File: config.mk
export PLATFORM = sky130hd
export DESIGN_NAME = axi_lite_master
export DESIGN_NICKNAME = d
export VERILOG_FILES = /design/src/rtl/axi_lite_pkg.sv /design/src/rtl/axi_lite_timeout_ctr.sv /design/src/rtl/axi_lite_master.sv
export SDC_FILE = /design/constraint.sdc
export NUM_CORES = 1
export LEC_CHECK = 0
export BUFFER_PORTS_ARGS = -buffer_cell sky130_fd_sc_hd__clkbuf_2
export CAP_MARGIN = 20
export CORE_MARGIN = 1
export CORE_UTILIZATION = 49
export CTS_BUF_LIST = sky130_fd_sc_hd__clkbuf_4 sky130_fd_sc_hd__clkbuf_8
export DETAILED_ROUTE_END_ITERATION = 6
export PLACE_DENSITY_LB_ADDON = 0.2
export SYNTH_ARGS = -nofsm -noshare
export SYNTH_HDL_FRONTEND = slang
export SYNTH_HIERARCHICAL = 1
export SYNTH_SLANG_ARGS = --single-unit
File: constraint.sdc
create_clock -name ACLK -period 3 [get_ports ACLK]
set_clock_uncertainty 0.05 [all_clocks]
set_input_delay 0.3 -clock ACLK [delete_from_list [all_inputs] [get_ports ACLK]]
set_output_delay 0.3 -clock ACLK [all_outputs]
set_load 0.02 [all_outputs]
File: src/rtl/axi_lite_pkg.sv
// Shared types and defaults for the AXI4-Lite master.
//   resp_e      : AXI response codes (BRESP/RRESP)
//   mst_state_e : master FSM states
//   AXIL_ADDR_W / AXIL_DATA_W : default address/data widths
package axi_lite_pkg;

  localparam int AXIL_ADDR_W = 4;
  localparam int AXIL_DATA_W = 32;

  typedef enum logic [1:0] {
    OKAY   = 2'b00,
    EXOKAY = 2'b01,
    SLVERR = 2'b10,
    DECERR = 2'b11
  } resp_e;

  typedef enum logic [2:0] {
    IDLE,
    WR_REQ,
    WR_RESP,
    RD_REQ,
    RD_DATA,
    DONE
  } mst_state_e;

endpackage

File: src/rtl/axi_lite_timeout_ctr.sv
// Response-wait watchdog for the AXI-Lite master.
// Ports:
//   ACLK, ARESETn : clock, asynchronous active-low reset
//   clear         : hold the count at zero
//   enable        : count one per cycle while not cleared
//   expire        : count has reached TIMEOUT-1 (never when TIMEOUT = 0)
module axi_lite_timeout_ctr #(
  parameter int TIMEOUT = 256
) (
  input  logic ACLK,
  input  logic ARESETn,
  input  logic clear,
  input  logic enable,
  output logic expire
);

  localparam int CNT_W = (TIMEOUT > 1) ? $clog2(TIMEOUT) : 1;
  localparam logic [CNT_W-1:0] LAST = CNT_W'(TIMEOUT - 1);

  logic [CNT_W-1:0] count_reg;

  always_ff @(posedge ACLK or negedge ARESETn) begin
    if (!ARESETn) begin
      count_reg <= '0;
    end else if (clear) begin
      count_reg <= '0;
    end else if (enable) begin
      count_reg <= count_reg + CNT_W'(1);
    end
  end

  if (TIMEOUT == 0) begin : g_off
    assign expire = 1'b0;
  end else begin : g_on
    assign expire = enable && (count_reg == LAST);
  end

endmodule

File: src/rtl/axi_lite_master.sv
// AXI4-Lite master: converts a single-entry command interface into one
// AXI-Lite write or read at a time and reports the result on rsp_*.
// Ports:
//   ACLK, ARESETn          : clock, asynchronous active-low reset
//   cmd_valid/cmd_ready    : command handshake (cmd_write, cmd_addr, cmd_wdata)
//   rsp_valid              : one-cycle completion pulse with rsp_write,
//                            rsp_rdata, rsp_resp, rsp_timeout
//   AW/W/B/AR/R channels   : AXI4-Lite master side
module axi_lite_master import axi_lite_pkg::*; #(
  parameter int ADDR_W  = AXIL_ADDR_W,
  parameter int DATA_W  = AXIL_DATA_W,
  parameter int TIMEOUT = 256
) (
  input  logic              ACLK,
  input  logic              ARESETn,
  input  logic              cmd_valid,
  output logic              cmd_ready,
  input  logic              cmd_write,
  input  logic [ADDR_W-1:0] cmd_addr,
  input  logic [DATA_W-1:0] cmd_wdata,
  output logic              rsp_valid,
  output logic              rsp_write,
  output logic [DATA_W-1:0] rsp_rdata,
  output logic [1:0]        rsp_resp,
  output logic              rsp_timeout,
  output logic [ADDR_W-1:0] AWADDR,
  output logic              AWVALID,
  input  logic              AWREADY,
  output logic [DATA_W-1:0] WDATA,
  output logic              WVALID,
  input  logic              WREADY,
  input  logic [1:0]        BRESP,
  input  logic              BVALID,
  output logic              BREADY,
  output logic [ADDR_W-1:0] ARADDR,
  output logic              ARVALID,
  input  logic              ARREADY,
  input  logic [DATA_W-1:0] RDATA,
  input  logic              RVALID,
  output logic              RREADY,
  input  logic [1:0]        RRESP
);

  mst_state_e        state_reg, state_next;
  logic [ADDR_W-1:0] addr_reg, addr_next;
  logic [DATA_W-1:0] wdata_reg, wdata_next;
  logic              awvalid_reg, awvalid_next;
  logic              wvalid_reg, wvalid_next;
  logic              aw_done_reg, aw_done_next;
  logic              w_done_reg, w_done_next;
  logic              bready_reg, bready_next;
  logic              arvalid_reg, arvalid_next;
  logic              rready_reg, rready_next;
  logic              rsp_valid_reg, rsp_valid_next;
  logic              rsp_write_reg, rsp_write_next;
  logic [DATA_W-1:0] rsp_rdata_reg, rsp_rdata_next;
  logic [1:0]        rsp_resp_reg, rsp_resp_next;
  logic              rsp_timeout_reg, rsp_timeout_next;
  // Keeps cmd_ready low until the first clock edge after reset release.
  logic              ready_en_reg;
  logic              tmo_clear, tmo_expire;

  // The counter sits at zero outside the two response-wait states, so it
  // reads zero on the first cycle after entering either of them.
  assign tmo_clear = !((state_reg == WR_RESP) || (state_reg == RD_DATA));

  axi_lite_timeout_ctr #(.TIMEOUT(TIMEOUT)) u_tmo (
    .ACLK    (ACLK),
    .ARESETn (ARESETn),
    .clear   (tmo_clear),
    .enable  (!tmo_clear),
    .expire  (tmo_expire)
  );

  assign cmd_ready = ready_en_reg && (state_reg == IDLE);

  always_comb begin
    state_next       = state_reg;
    addr_next        = addr_reg;
    wdata_next       = wdata_reg;
    awvalid_next     = awvalid_reg;
    wvalid_next      = wvalid_reg;
    aw_done_next     = aw_done_reg;
    w_done_next      = w_done_reg;
    bready_next      = bready_reg;
    arvalid_next     = arvalid_reg;
    rready_next      = rready_reg;
    rsp_valid_next   = 1'b0;
    rsp_write_next   = rsp_write_reg;
    rsp_rdata_next   = rsp_rdata_reg;
    rsp_resp_next    = rsp_resp_reg;
    rsp_timeout_next = rsp_timeout_reg;
    case (state_reg)
      IDLE: begin
        if (cmd_ready && cmd_valid) begin
          addr_next  = cmd_addr;
          wdata_next = cmd_wdata;
          if (cmd_write) begin
            awvalid_next = 1'b1;
            wvalid_next  = 1'b1;
            aw_done_next = 1'b0;
            w_done_next  = 1'b0;
            state_next   = WR_REQ;
          end else begin
            arvalid_next = 1'b1;
            state_next   = RD_REQ;
          end
        end
      end
      WR_REQ: begin
        // AW and W finish independently; each VALID drops after its own
        // handshake and B is only requested once both have happened.
        if (awvalid_reg && AWREADY) begin
          awvalid_next = 1'b0;
          aw_done_next = 1'b1;
        end
        if (wvalid_reg && WREADY) begin
          wvalid_next = 1'b0;
          w_done_next = 1'b1;
        end
        if (aw_done_next && w_done_next) begin
          bready_next = 1'b1;
          state_next  = WR_RESP;
        end
      end
      WR_RESP: begin
        // A response on the expiry cycle wins over the timeout.
        if (BVALID || tmo_expire) begin
          bready_next      = 1'b0;
          rsp_valid_next   = 1'b1;
          rsp_write_next   = 1'b1;
          rsp_rdata_next   = '0;
          rsp_resp_next    = BVALID ? BRESP : SLVERR;
          rsp_timeout_next = !BVALID;
          state_next       = DONE;
        end
      end
      RD_REQ: begin
        if (ARREADY) begin
          arvalid_next = 1'b0;
          rready_next  = 1'b1;
          state_next   = RD_DATA;
        end
      end
      RD_DATA: begin
        if (RVALID || tmo_expire) begin
          rready_next      = 1'b0;
          rsp_valid_next   = 1'b1;
          rsp_write_next   = 1'b0;
          rsp_rdata_next   = RVALID ? RDATA : '0;
          rsp_resp_next    = RVALID ? RRESP : SLVERR;
          rsp_timeout_next = !RVALID;
          state_next       = DONE;
        end
      end
      DONE: begin
        state_next = IDLE;
      end
      default: begin
        state_next = IDLE;
      end
    endcase
  end

  always_ff @(posedge ACLK or negedge ARESETn) begin
    if (!ARESETn) begin
      state_reg       <= IDLE;
      ready_en_reg    <= 1'b0;
      addr_reg        <= '0;
      wdata_reg       <= '0;
      awvalid_reg     <= 1'b0;
      wvalid_reg      <= 1'b0;
      aw_done_reg     <= 1'b0;
      w_done_reg      <= 1'b0;
      bready_reg      <= 1'b0;
      arvalid_reg     <= 1'b0;
      rready_reg      <= 1'b0;
      rsp_valid_reg   <= 1'b0;
      rsp_write_reg   <= 1'b0;
      rsp_rdata_reg   <= '0;
      rsp_resp_reg    <= '0;
      rsp_timeout_reg <= 1'b0;
    end else begin
      state_reg       <= state_next;
      ready_en_reg    <= 1'b1;
      addr_reg        <= addr_next;
      wdata_reg       <= wdata_next;
      awvalid_reg     <= awvalid_next;
      wvalid_reg      <= wvalid_next;
      aw_done_reg     <= aw_done_next;
      w_done_reg      <= w_done_next;
      bready_reg      <= bready_next;
      arvalid_reg     <= arvalid_next;
      rready_reg      <= rready_next;
      rsp_valid_reg   <= rsp_valid_next;
      rsp_write_reg   <= rsp_write_next;
      rsp_rdata_reg   <= rsp_rdata_next;
      rsp_resp_reg    <= rsp_resp_next;
      rsp_timeout_reg <= rsp_timeout_next;
    end
  end

  assign AWADDR      = addr_reg;
  assign ARADDR      = addr_reg;
  assign WDATA       = wdata_reg;
  assign AWVALID     = awvalid_reg;
  assign WVALID      = wvalid_reg;
  assign BREADY      = bready_reg;
  assign ARVALID     = arvalid_reg;
  assign RREADY      = rready_reg;
  assign rsp_valid   = rsp_valid_reg;
  assign rsp_write   = rsp_write_reg;
  assign rsp_rdata   = rsp_rdata_reg;
  assign rsp_resp    = rsp_resp_reg;
  assign rsp_timeout = rsp_timeout_reg;

endmodule

== Word-level counts from Yosys, hierarchy flattened ==
Cells that the tools add are included.
Storage, ports and cells
  bits in registers: 92
  input port bits: 81
  output and inout bits: 83
Cells by class
  eq/ne operators: 14
  reductions and logical operators: 26
  muxes and demuxes: 49
  add/sub/neg operators: 1
Operators with widths (number)
  two-way mux 32 bit: 3
  one-hot mux 32 bit (2 select lines): 1
  two-way mux 1 bit: 22
  one-hot mux 1 bit (2 select lines): 10
  two-way mux 3 bit: 5
  one-hot mux 3 bit (5 select lines): 1
  inequality test 2 bit (second input constant): 6
  AND reduction 3 bit: 4
  AND reduction 4 bit: 3
  two-way mux 2 bit: 5
  nonzero test 2 bit: 5
  adder 8 x 1 -> 8 bit (second input constant): 1
  equality test 8 bit (second input constant): 1
  two-way mux 8 bit: 1
  equality test 3 x 2 -> 1 bit (second input constant): 2
  logical AND 1 bit: 6
  inequality test 2 x 1 -> 1 bit (second input constant): 3
  AND reduction 5 bit: 1
  one-hot mux 2 bit (2 select lines): 1
  equality test 3 x 1 -> 1 bit (second input constant): 1
  equality test 3 bit (second input constant): 1
  logical NOT 3 bit: 1
  logical OR 1 bit: 3
  logical NOT 1 bit: 2
  AND reduction 2 bit: 1

== Longest topological paths before layout ==
Gate-level depths: netlist of run 1.
  depth in word-level cells: 6
  depth in mapped cells: 12
  mapped depth without buffers: 8

== Modules after synthesis ==
The synthesis of run 1 kept the hierarchy.
By module, submodules not included
  axi_lite_master: instances 1, cells an instance 240, area each 3375.7 sq um, seq. area each 2102.0 sq um
  axi_lite_timeout_ctr: instances 1, cells an instance 39, area each 402.9 sq um, seq. area each 200.2 sq um

== Worst setup path before layout of run 1 ==
OpenSTA, ideal clock, no wires.
  path type: register -> register
  start point: register state_reg[1]
  end point: register rsp_rdata_reg[0], in the netlist rsp_rdata[0]
  period minus slack after synthesis: 2.405 ns
  arrival time: 2.234 ns
  stages on the path, launching flop included: 13
  path slack: 0.595 ns
  cell sequence: dfrtp_1 > buf_6 > inv_1 > nand2_1 > a21oi_1 > buf_4 > nand3_1 > nor3_1 > o21ai_1 > o32a_1 > buf_2 > buf_2 > a22o_1
Between the ends
  cells in the longest elaborated chain, start to end: 6
  elaborated cells between the ends (all ways): 11
  classes of those cells: 4 x eq/ne; 1 x mux; 6 x reduce/logical
RTL lines
  start: declaration: RTL line axi_lite_master.sv:44  | mst_state_e state_reg, state_next;
  start signal: assignment: RTL line axi_lite_master.sv:184  | state_reg <= state_next;
  equality test 3 x 2 -> 1 bit or equality test 3 bit (tied branches): RTL line axi_lite_master.sv:65  | assign tmo_clear = !((state_reg == WR_RESP) || (state_reg == RD_DATA));
  logical OR 1 bit (*): RTL line axi_lite_master.sv:65
  logical AND 1 bit (*): RTL line axi_lite_timeout_ctr.sv:35  | assign expire = enable && (count_reg == LAST);
  named net tmo_expire: RTL line axi_lite_master.sv:61  | logic tmo_clear, tmo_expire;
  logical OR 1 bit, on equally long branches: RTL line axi_lite_master.sv:146, axi_lite_master.sv:128
  inequality test 2 x 1 -> 1 bit (no line)
  AND reduction 3 bit (no line) (*)
  end signal: assignment: RTL line axi_lite_master.sv:197  | rsp_rdata_reg <= rsp_rdata_next;
  end: declaration: RTL line axi_lite_master.sv:56  | logic [DATA_W-1:0] rsp_rdata_reg, rsp_rdata_next;
The timed path passes the listed nets; every way through them passes the cells marked *.
A chain may end at the register's enable or synchronous reset.

== Worst setup path after layout of run 1 ==
  start point: register state_reg[2]
  end point: register rsp_resp_reg[1], in the netlist rsp_resp[1]
Between the ends
  cells in the longest elaborated chain, start to end: 6
  elaborated cells between the ends (all ways): 11
  classes of those cells: 4 x eq/ne; 1 x mux; 6 x reduce/logical
RTL lines
  equality test 3 x 2 -> 1 bit or equality test 3 bit (tied branches): RTL line axi_lite_master.sv:65
  logical OR 1 bit (*): RTL line axi_lite_master.sv:65
  logical AND 1 bit (*): RTL line axi_lite_timeout_ctr.sv:35
  named net tmo_expire: RTL line axi_lite_master.sv:61
  logical OR 1 bit, on equally long branches: RTL line axi_lite_master.sv:146, axi_lite_master.sv:128
  inequality test 2 x 1 -> 1 bit (no line)
  AND reduction 3 bit (no line) (*)
  end signal: assignment: RTL line axi_lite_master.sv:198  | rsp_resp_reg <= rsp_resp_next;
  end: declaration: RTL line axi_lite_master.sv:57  | logic [1:0] rsp_resp_reg, rsp_resp_next;
Marks and branches as above.

==> results of run 1 <==
-- worst max-delay path, cell delays in order, from the launching register on --
cell and delay [ns]:
sky130_fd_sc_hd__dfrtp_1 0.54, sky130_fd_sc_hd__nand2b_1 0.28, sky130_fd_sc_hd__a21oi_1 0.21, sky130_fd_sc_hd__nand3_1 0.12, sky130_fd_sc_hd__nor3_1 0.36, sky130_fd_sc_hd__o21ai_1 0.12
sky130_fd_sc_hd__o32a_1 0.30, sky130_fd_sc_hd__buf_4 0.25, sky130_fd_sc_hd__mux2_2 0.31
-- cells by family after synthesis --
| logic type | synth area share [%] |
|---|---|
| AO/OA/AOI/OAI | 15.3 |
| XOR/XNOR | 0.927 |
| adder cells (fa/ha/maj) | 0.331 |
| buffers and inverters | 4.83 |
| flip-flops | 60.9 |
| multiplexers | 11.6 |
| other | 0.0992 |
| AND/OR/NAND/NOR | 6.03 |
-- path summary, 6_finish.rpt --
check / from / end
setup / recovery: state_reg[2]$_DFFE_PN0P_ / rsp_resp[1]$_DFFE_PN0P_
hold / removal: RDATA[27] / rsp_rdata[27]$_DFFE_PN0P_
setup reg to reg: state_reg[2]$_DFFE_PN0P_ / rsp_resp[1]$_DFFE_PN0P_
hold reg to reg: WDATA[10]$_DFFE_PN0P_ / WDATA[10]$_DFFE_PN0P_
max in group asynchronous: ARESETn / rsp_rdata[23]$_DFFE_PN0P_
min in group asynchronous: ARESETn / WDATA[16]$_DFFE_PN0P_
-- report_power, final --
group | total [mW] | internal [mW] | switching (mW) | leakage (nW)
logic | 2.23 | 0.926 | 1.30 | 1.22
clock network | 0.836 | 0.403 | 0.433 | 0.0980
registers | 2.05 | 1.74 | 0.315 | 1.16
total | 5.12 | 3.07 | 2.05 | 2.48
-- through the flow --
step,power (mW),area [µm²],hold WS [ns],std cells,setup WS [ns]
after CTS,5.18,4840,0.0936,540,0.398
final,5.12,4840,0.114,540,0.341
after floorplan,3.62,3780,-0.0456,279,0.595
after global routing,5.43,4840,0.0960,540,0.151
after global placement,4.27,4630,0.281,523,0.515
after detailed placement,4.33,4630,0.282,523,0.417
-- synth_stat cells (2+ instances only) --
cell,number,area share [%]
sky130_fd_sc_hd__a31oi_1,3,0.50
sky130_fd_sc_hd__or3_1,3,0.50
sky130_fd_sc_hd__o21ai_0,6,0.79
sky130_fd_sc_hd__nor2b_1,2,0.33
sky130_fd_sc_hd__a21oi_1,10,1.3
sky130_fd_sc_hd__a32oi_1,3,0.70
sky130_fd_sc_hd__a22o_1,32,7.4
sky130_fd_sc_hd__mux2_1,5,1.5
sky130_fd_sc_hd__o2bb2ai_1,2,0.46
sky130_fd_sc_hd__dfrtp_1,92,61
sky130_fd_sc_hd__a31o_2,2,0.46
sky130_fd_sc_hd__buf_6,4,1.2
sky130_fd_sc_hd__buf_2,11,1.5
sky130_fd_sc_hd__nor3_1,3,0.40
sky130_fd_sc_hd__a41oi_1,6,1.4
sky130_fd_sc_hd__a21o_1,2,0.40
sky130_fd_sc_hd__xor2_1,3,0.70
sky130_fd_sc_hd__buf_4,5,0.99
sky130_fd_sc_hd__clkbuf_1,3,0.30
sky130_fd_sc_hd__nor2_1,9,0.89
sky130_fd_sc_hd__inv_1,8,0.79
sky130_fd_sc_hd__nand3_1,2,0.26
sky130_fd_sc_hd__mux2_2,33,9.8
sky130_fd_sc_hd__nand2_1,5,0.50
sky130_fd_sc_hd__nand2b_1,3,0.50
-- cell type report --
type / count / share of cell area [%]
multi-input cells: 155 / 26.7
repair buffers: 170 / 18.3
clock buffers: 10 / 2.71
clock inverters: 6 / 1.52
inverters: 8 / 0.620
well taps: 99 / 2.56
flip-flops and latches: 92 / 47.6
-- routing by layer --
| metal | up-vias | share of wire (%) | wire [µm] |
|---|---|---|---|
| met3 | 14 | 6.4 | 492 |
| met2 | 121 | 49 | 3750 |
| li1 | 1340 | - | - |
| met4 | 0 | 2.4 | 187 |
| met5 | - | 0 | 0 |
| met1 | 1331 | 43 | 3300 |
==> results, run 1 <==
- For this run the aggregate overflow at the end of global routing stands at 0.
- Cells fill 65.7% of the core in the end.
- During synthesis, Yosys emitted a total of 6 warnings.
- After global routing, the most crowded layer is met2.
- After synthesis, the share of flip-flops with an asynchronous set or reset is 100%.
- The first global-routing pass estimated 12900 µm of wire.
- Clock latency on the worst-skew pair, taken at its later pin, is 0.34 ns.
- The maximum frequency from static timing analysis is 376 MHz.
- At the end of routability-driven placement, the weighted congestion stood at 0.793.
- The fraction of final layout cells sized beyond drive strength 1 is 50.8%.
- The minimum period implied by the final worst setup slack is 2.66 ns.
- During placement, the flow inserted port buffers numbering 163.
- The number of enable flip-flop cells after synthesis is 0.
- For this run, design rule violations remaining after detail routing come to 0.
- The setup total negative slack is 0 ns.
- After synthesis, the mean cell area works out to 13.5 µm².
- The register cell area after layout is 0.00230 mm².
- The worst endpoint data arrival time is 2.84 ns.
- Of all nets on the critical path, the largest fanout is 37.
- Wires add up to 7730 µm.
- Counting instances, the worst hold path has a depth of 2.
- In the final layout, the multi-input gates occupy 0.00129 mm².
- The number of global-route vias before repair is 2734.
- In this run the worst hold path is classified as primary input to flop.
- The total half-perimeter wirelength after legalization and detailed placement is 5620 µm.
- For the pin with the worst max-slew slack, the measured transition is 0.578 ns.
- The fraction of the yosys area taken by sequential cells is 60.9%.
- The critical path start-end classification is flop to flop.
- The die area is 0.00807 mm².
- The count of nets left with antenna violations once routing finished came out at 0.
- The leading cell type in the layout, fill and taps excluded is sky130_fd_sc_hd__clkbuf_2.
- The largest vdd supply drop is 0.468 mV.
- The type of element capturing the critical path is a flop.
- Leaving out fill and tap cells, the most frequent cells in the layout are sky130_fd_sc_hd__clkbuf_2, sky130_fd_sc_hd__dfrtp_1, sky130_fd_sc_hd__mux2_2.
- CTS built an H-tree with a depth of 3.
- The register-to-register setup slack is 0.34 ns.
- For this configuration, the core starts out at a cell density of 51.3%.
- The hold buffer count at CTS is 1.
- The synthesized netlist cell count is 279.
- Using the TritonRoute via totals, the vias-per-cell ratio works out to 5.20.
- The repair_antennas step left the layout with diodes totalling 0.
- The number of clock sinks seen by CTS is 92.
- The clock-pin slew on the worst setup and hold paths is 0.09 ns.
- Setup repair after global routing left no endpoint under its margin.
- Global routing consumed, on the met3 layer, 4.23% of the routing resources.
- The die boundary width is 89.8 µm.
- After the last flow step, the layout net total stands at 518.
- The number of buffers inserted during clock tree synthesis is 9.
- The clock tree buffer depth is 2.
- The global-route met2 utilization is 32.2%.
- The count of unique library cells instantiated by Yosys is 47.
- The iteration-0 DRC count of the detailed router is 113.
- The hold violation total from the final report is 0.
- Synthesis inferred 92 register bits.
- STA classifies the critical path startpoint as a flop.
- The net count of the mapped netlist is 361.
- During I/O placement, the number of pins put on the boundary was 164.
- The largest net degree at the start of global routing is 49.
- In the global route stage, met1 resource usage came out at 25.4%.
- The number of gates resized after cts is 0.
- At the worst endpoint, the required time is 3.18 ns.
- The primary flip-flop cell chosen by synthesis mapping is sky130_fd_sc_hd__dfrtp_1.
- The cell leakage power is 2.48 nW.
- The number of detailed-route iterations in the first pass is 4.
- The wire length per cell is 14.3 µm.
- The total count of max-transition violations in the final report came to 0.
- The remaining max-slew budget at the tightest pin is 61.5%.
- The overall routing resource usage is 19.9%.
- The flow ran to the end, and the final reports show no timing, DRC or antenna violations.
- Post-CTS timing repair inserted 0 buffers for setup.
- The clock tree from TritonCTS is yes.
- The synthesis-to-finish area growth is 28.1%.
- The tool flagged a number of max-cap violations equal to 0.
- The filler cells instantiated in the layout total 591.
- The root buffer cell chosen for the clock tree is sky130_fd_sc_hd__clkbuf_8.
- The cell area that synthesis handed to floorplanning was 0.00378 mm².
- After layout, the worst path uses 88.6% of the clock period.
- The row count is 31.
- The core region is 0.00737 mm².
- In this run the power density over the cells is 1060 mW/mm².
- The vertical die dimension is 89.8 µm.
- The worst-case reg-to-reg path depth is 8.
- Setup violations remaining at the end of the flow were counted as 0.
- The total number of vias is 2806.
- The initial antenna violation count is 0.
(Power assumes the default switching activity.)
==> run 2, diff against run 1 <==
GPL_TIMING_DRIVEN = 0   (was not set)
TNS_END_PERCENT = 100   (was not set)
==> run 2 against run 1 <==
Net effect:
- via count rose by 4.4%
- non-clock buffer count grew 18
- die area unchanged
- critical endpoint is now rsp_rdata[15]$_DFFE_PN0P_
==> results, run 2 (same netlist as run 1, synthesis figures left out) <==
- The post-detailed-routing wire length is 8260 µm (+6.9%).
- The share of total power in the clock network is 17.3% (+1.0 points).
- The critical hold path startpoint is cmd_wdata[6].
- The wire length of the first global-routing pass is 14000 µm (+8.7%).
- The slew at the pin closest to its max-slew limit is 0.503 ns (-0.0753 ns).
- The synthesis-to-finish area growth is 31.8%.
- The clock root buffer is sky130_fd_sc_hd__clkbuf_8.
- The total setup violations reported at the end of the flow came to 0 (unchanged).
- The DRC violation count after routing was 0 (unchanged).
- The number of buffers inserted during clock tree synthesis came to 9 (unchanged).
- The vertical die dimension is 89.8 µm (unchanged).
- The iteration-0 DRC count of the detailed router came to 116 (+2.7%).
- The top-level port count is 164 (unchanged).
- STA classifies the critical path endpoint as a flop.
- The total count of max-transition violations in the final report is 0 (unchanged).
- The via density per instance is 5.26 (+1.2%).
- The most frequent cell on the critical path is sky130_fd_sc_hd__buf_2.
- The number of H-tree levels is 3 (unchanged).
- The worst setup path is launched from a flop.
- The worst endpoint data arrival time was 2.91 ns (+0.07 ns).
- The number of max-cap violations was 0 (unchanged).
- The internal power of the cells is 3.21 mW (+4.8%).
- The layout net count came to 536 (+3.5%).
- The initial antenna violation count is 0 (unchanged).
- The power density of the placed cells is 1070 mW/mm² (+1.1%).
- The period utilization is 90.8% (+2.2 points).
- The path class of the tightest hold or removal check is primary input to flop.
- The endpoint of the worst-slack reg-to-reg timing path is rsp_rdata[15]$_DFFE_PN0P_.
- The switching power is 2.11 mW (+2.9%).
- The area of the core region is 0.00737 mm² (unchanged).
- The slowest cell on the critical path is sky130_fd_sc_hd__dfrtp_1.
- The maximum frequency from static timing analysis was 367 MHz (-2.4%).
- The worst register-to-register path begins at state_reg[2]$_DFFE_PN0P_.
- The switching share of power came to 39.6% (-0.45 points).
- The proportion of power drawn by combinational gates came to 44.5% (+0.9 points).
- The worst setup timing slack at the placement stage is 0.177 ns (-0.240 ns).
- The die area is 0.00807 mm² (unchanged).
- The row count came to 31 (unchanged).
- In the layout the commonest cells are sky130_fd_sc_hd__clkbuf_2, sky130_fd_sc_hd__dfrtp_1, sky130_fd_sc_hd__mux2_2.
- The number of clock sinks seen by CTS was 92 (unchanged).
- The wire length per cell was 14.8 µm (+3.6%).
- The final worst-path setup slack came to 0.276 ns (-0.0646 ns).
- The filler cell count in the final layout is 597 (+1.0%).
- The number of global-route vias before repair was 2971 (+8.7%).
- The fraction of final layout cells sized beyond drive strength 1 is 52.0% (+1.2 points).
- The insertion delay to the later sink of the worst-skew pair is 0.35 ns (about the same).
- The overall routing resource usage is 21.8% (+1.8 points).
- The quantity of I/O buffers inserted on ports is 162 (-0.61%).
- The end point of the worst hold path is WDATA[6]$_DFFE_PN0P_.
- Leaving out fill and tap cells, the most frequent cell in the layout is sky130_fd_sc_hd__clkbuf_2.
- The register-to-register setup slack was 0.28 ns (-0.06 ns).
- The number of instances on the worst hold path is 2 (unchanged).
- The hold violation total from the final report is 0 (unchanged).
- The minimum period implied by the final worst setup slack is 2.72 ns (+0.0646 ns).
- The setup total negative slack came to 0 ns (unchanged).
- The remaining max-slew budget at the tightest pin was 66.5% (+5.0 points).
- The run finished with clean final reports.
- The peak fanout along the critical path is 10 (-73%).
- The delay of the slowest critical-path stage is 0.47 ns (-0.07 ns).
- The largest vdd supply drop is 0.521 mV (+11%).
- The largest net degree at the start of global routing came to 59 (+20%).
- The endpoint required time on the critical path is 3.19 ns (about the same).
- Traced cell by cell, the critical path runs through buf_2, nand2_1, a21oi_1, buf_4, nand3_1, nor3_2, o21ai_1, o32a_1, buf_2, buf_2, a22o_1.
- The count of antenna diodes in the layout is 0 (unchanged).
- The remaining number of nets flagged by the antenna check after routing is 0 (unchanged).
- The die boundary width is 89.8 µm (unchanged).
- The cell leakage power was 2.56 nW (+3.4%).
- The number of detailed-route iterations in the first pass is 4 (unchanged).
- The total half-perimeter wirelength after legalization and detailed placement is 6190 µm (+10%).
- The clock tree buffer depth was 2 (unchanged).
- The global placement routability congestion is 0.780 (-1.6%).
- The total number of vias is 2930 (+4.4%).
- The clock-pin slew on the worst setup and hold paths was 0.09 ns (about the same).
- The total power is 5.32 mW (+4.0%).
- The total global routing overflow came to 0 (unchanged).
- The worst-case reg-to-reg path depth is 11 (+3).
- TritonCTS built the clock tree.
- The sequential fraction of design power is 38.2% (-1.9 points).
- The starting utilization of the core area is 51.3% (unchanged).
- Setup repair after global routing left no endpoint under its margin.
- The worst setup path is of the flop to flop kind.
run 2: cell types whose count changed in the layout (fill, tap and decap cells not counted), moves of 2 or more:
cell,before,now
sky130_fd_sc_hd__buf_2,0,11
sky130_fd_sc_hd__buf_6,0,4
sky130_fd_sc_hd__clkbuf_1,0,3
sky130_fd_sc_hd__clkinv_4,2,0
sky130_fd_sc_hd__inv_6,0,2
run 2: worst max-delay path by stage:
stage,cells past startpoint,slack [ns],from,endpoint
after floorplan,12,0.60,state_reg[1]$_DFFE_PN0P_,rsp_rdata[0]$_DFFE_PN0P_
after global placement,12,0.22,state_reg[1]$_DFFE_PN0P_,rsp_rdata[31]$_DFFE_PN0P_
after detailed placement,11,0.18,state_reg[2]$_DFFE_PN0P_,rsp_rdata[15]$_DFFE_PN0P_
after CTS,11,0.16,state_reg[2]$_DFFE_PN0P_,rsp_rdata[21]$_DFFE_PN0P_
after global routing,12,0.08,state_reg[1]$_DFFE_PN0P_,rsp_rdata[21]$_DFFE_PN0P_
final,11,0.28,state_reg[2]$_DFFE_PN0P_,rsp_rdata[15]$_DFFE_PN0P_
run 2: per-layer routing:
metal | track usage (%) | vias to the layer above | routed length (µm) | share of wire [%]
li1 | - | 1377 | - | -
met1 | 26.9 | 1431 | 3440 | 42
met2 | 38.2 | 112 | 4250 | 51
met3 | 3.81 | 10 | 452 | 5.5
met4 | 8.06 | 0 | 121 | 1.5
met5 | 0 | - | 0 | 0
run 2: metrics by stage:
| stage | area (µm²) | utilization [%] | cells | hold slack [ns] |
|---|---|---|---|---|
| floorplan | 3780 | - | 279 | -0.0456 |
| global placement | 4710 | 64.0 | 540 | 0.419 |
| detailed placement | 4740 | 64.4 | 541 | 0.282 |
| global route | 4980 | 67.6 | 557 | 0.0999 |
| finish | 4980 | 67.6 | 557 | 0.112 |
| CTS | 4970 | 67.5 | 557 | 0.0947 |
run 2: repair_timing:
item / 4_1_cts / 5_1_grt
buffers inserted: 0 / 0
resized for setup: 0 / 1
setup endpoints to repair: 0 / 27
hold buffers: 1 / 0
hold endpoints to repair: 34 / 0
run 2: power groups by stage:
stage / logic, mW / registers [mW] / clock network, mW
4_1_cts: 2.39 / 2.04 / 0.948
2_1_floorplan: 1.03 / 2.59 / 0
3_5_place_dp: 2.39 / 2.05 / 0
6_report: 2.37 / 2.03 / 0.921
5_1_grt: 2.55 / 2.10 / 0.990
3_3_place_gp: 2.33 / 2.02 / 0
run 2: worst max-delay path, delay by kind of cell (launching register included):
family | cells | cell delay [ns]
and+or+nand+nor | 3 | 0.47
buffers and inverters | 4 | 0.81
AOI/OAI and AO/OA | 4 | 0.81
DFF | 1 | 0.47
run 2: layout make-up:
class                   instances  area [µm²]  share of cell area (%)
plain buffers                  24         153                    3.07
clock buffers                   9         124                    2.49
clock inverters                 6        96.3                    1.94
inverters                       8        30.0                   0.603
multi-input cells             155        1300                    26.1
flip-flops and latches         92        2300                    46.2
well taps                      99         124                    2.49
repair buffers                164         851                    17.1
==> run 3, diff against run 2 <==
CORE_UTILIZATION = 47   (was 49)
CTS_BUF_LIST = not set   (was sky130_fd_sc_hd__clkbuf_4 sky130_fd_sc_hd__clkbuf_8)
==> run 3 against run 2 <==
Net effect:
- routed wire length down 7.6%
- final cell count up 0.72%
- maximum frequency about the same
- die area up 4.2%
- non-clock buffer count unchanged
- sequential power about the same
- clock power up 2%
- global-route usage down 2.5 points
- largest cell class unchanged
- largest power group unchanged
==> results, run 3 (same netlist as run 1, synthesis figures left out) <==
- The class of the tightest hold or removal check is primary input to flop.
- The number of clock sinks seen by CTS is 92 (unchanged).
- The peak fanout along the critical path is 10 (unchanged).
- The clock-pin slew on the worst setup and hold paths is 0.10 ns (about the same).
- The post-detailed-routing wire length is 7640 µm (-7.6%).
- The area of the core region was 0.00777 mm² (+5.4%).
- The footprint of the multi-input gates came to 0.00130 mm² (unchanged).
- The final core area utilization came to 64.3% (-3.3 points).
- The startpoint of the most critical setup path is state_reg[1]$_DFFE_PN0P_.
- The die area is 0.00840 mm² (+4.2%).
- TritonCTS built the clock tree.
- The termination of the worst setup path is rsp_rdata[28]$_DFFE_PN0P_.
- The hold violation total from the final report is 0 (unchanged).
- The number of buffers inserted by post-CTS setup repair is 0 (unchanged).
- The die boundary width is 91.7 µm (+2.1%).
- The total number of vias is 2880 (-1.7%).
- The register cell area after layout is 0.00230 mm² (unchanged).
- The number of buffers inserted during clock tree synthesis is 9 (unchanged).
- The initial antenna violation count was 0 (unchanged).
- The design area is 0.00499 mm² (+0.30%).
- The insertion delay to the later sink of the worst-skew pair was 0.35 ns (about the same).
- The worst endpoint data arrival time is 2.92 ns (about the same).
- Setup repair after global routing left no endpoint under its margin.
- The wire length per cell was 13.6 µm (-8.2%).
- The count of antenna diodes in the layout is 0 (unchanged).
- The endpoint required time on the critical path was 3.19 ns (about the same).
- The iteration-0 DRC count of the detailed router is 123 (+6.0%).
- The register-to-register setup slack came to 0.27 ns (about the same).
- The clock tree buffer depth is 2 (unchanged).
- The placed instance area came to 0.00475 mm² (about the same).
- The number of global-route vias before repair is 2751 (-7.4%).
- The remaining number of nets flagged by the antenna check after routing is 0 (unchanged).
- The worst hold slack is 0.104 ns (-0.00827 ns).
- The worst setup path is captured at a flop.
- The fraction of final layout cells sized beyond drive strength 1 was 52.1% (+0.10 points).
- The quantity of I/O buffers inserted on ports is 162 (unchanged).
- The total count of max-transition violations in the final report was 0 (unchanged).
- The worst-case reg-to-reg path depth came to 12 (+1).
- The number of detailed-route iterations in the first pass is 4 (unchanged).
- The worst setup path is launched from a flop.
- The power density of the placed cells is 1060 mW/mm² (-0.63%).
- The number of max-cap violations is 0 (unchanged).
- The DRC violation count after routing came to 0 (unchanged).
- The via density per instance is 5.13 (-2.4%).
- The maximum frequency from static timing analysis is 367 MHz (about the same).
- The largest net degree at the start of global routing is 58 (-1.7%).
- The period utilization was 90.9% (about the same).
- The total global routing overflow is 0 (unchanged).
- The layout net count is 536 (unchanged).
- The largest vdd supply drop was 0.490 mV (-6.0%).
- The critical register-to-register path startpoint is state_reg[1]$_DFFE_PN0P_.
- The vertical die dimension came to 91.7 µm (+2.1%).
- The total setup violations reported at the end of the flow is 0 (unchanged).
- The leading cell type in the layout, fill and taps excluded is sky130_fd_sc_hd__clkbuf_2.
- The overall routing resource usage was 19.3% (-2.5 points).
- The wire length of the first global-routing pass was 12800 µm (-8.5%).
- The number of H-tree levels is 3 (unchanged).
- The setup total negative slack is 0 ns (unchanged).
- Relative to the synthesized area, the layout overhead comes to 32.2%.
- The worst register-to-register path ends at rsp_rdata[28]$_DFFE_PN0P_.
- The critical path start-end classification is flop to flop.
- The run finished with clean final reports.
- The cell leakage power is 2.57 nW (+0.21%).
- The starting utilization of the core area is 48.6% (-2.6 points).
- The number of instances on the worst hold path came to 2 (unchanged).
- The cell count after placement is 544 (+0.55%).
- The minimum period implied by the final worst setup slack came to 2.73 ns (+0.00187 ns).
- The total half-perimeter wirelength after legalization and detailed placement was 5550 µm (-10%).
- The top-level port count is 164 (unchanged).
- CTS placed an instance of sky130_fd_sc_hd__clkbuf_8 at the clock tree root.
- The library cells used most frequently in the layout, excluding fill and tap cells, are sky130_fd_sc_hd__clkbuf_2, sky130_fd_sc_hd__dfrtp_1, sky130_fd_sc_hd__mux2_2.
- The final cell count without fillers is 561 (+0.72%).
- The filler cell count in the final layout is 633 (+6.0%).
- The row count is 32 (+3.2%).
- The global placement routability congestion is 0.813 (+4.1%).
run 3: repair_timing:
item,in CTS,in global routing
resized for setup,0,1
setup endpoints to repair,0,27
hold buffers,1,0
endpoints found under the hold margin,35,0
run 3: worst min path at each step:
stage / start / to / slack, ns
floorplan: ARESETn / ARADDR[0]$_DFFE_PN0P_ / -0.05
global placement: WDATA[5]$_DFFE_PN0P_ / WDATA[5]$_DFFE_PN0P_ / 0.42
detailed placement: ARESETn / WDATA[6]$_DFFE_PN0P_ / 0.28
CTS: RDATA[31] / rsp_rdata[31]$_DFFE_PN0P_ / 0.09
global route: RDATA[4] / rsp_rdata[4]$_DFFE_PN0P_ / 0.09
finish: RDATA[31] / rsp_rdata[31]$_DFFE_PN0P_ / 0.10
run 3: per-layer routing:
layer / up-vias / global-route usage (%) / part of all wire (%)
met5: - / 0 / 0
met3: 8 / 5.47 / 7.7
li1: 1377 / - / -
met4: 0 / 6.75 / 1.3
met2: 118 / 31.3 / 47
met1: 1377 / 24.8 / 44
run 3: report_power, final:
group,total [mW],switching [mW],leakage (nW),internal [mW]
clock network,0.937,0.438,0.113,0.500
registers,2.02,0.283,1.16,1.74
logic,2.35,1.35,1.29,0.998
run 3: area by class of cell:
type / instances / share of cell area [%]
plain buffers: 24 / 3.06
repair buffers: 164 / 17.0
well taps: 102 / 2.56
clock inverters: 6 / 1.88
flip-flops and latches: 92 / 46.1
multi-input cells: 155 / 26.0
clock buffers: 10 / 2.76
inverters: 8 / 0.601
run 3: worst max-delay path, cell delays in order, from the launching register on:
cell and delay (ns):
sky130_fd_sc_hd__dfrtp_1 0.46, sky130_fd_sc_hd__buf_6 0.18, sky130_fd_sc_hd__inv_1 0.10, sky130_fd_sc_hd__nand2_1 0.08, sky130_fd_sc_hd__a21oi_1 0.14, sky130_fd_sc_hd__buf_4 0.18, sky130_fd_sc_hd__nand3_1 0.13, sky130_fd_sc_hd__nor3_2 0.26
sky130_fd_sc_hd__o21ai_1 0.12, sky130_fd_sc_hd__o32a_1 0.29, sky130_fd_sc_hd__buf_2 0.18, sky130_fd_sc_hd__buf_2 0.20, sky130_fd_sc_hd__a22o_1 0.25
run 3: metrics by stage:
step	power (mW)	setup slack (ns)
global route	5.64	0.0377
finish	5.30	0.274
global placement	4.35	0.227
detailed placement	4.40	0.184
floorplan	3.62	0.595
CTS	5.36	0.161
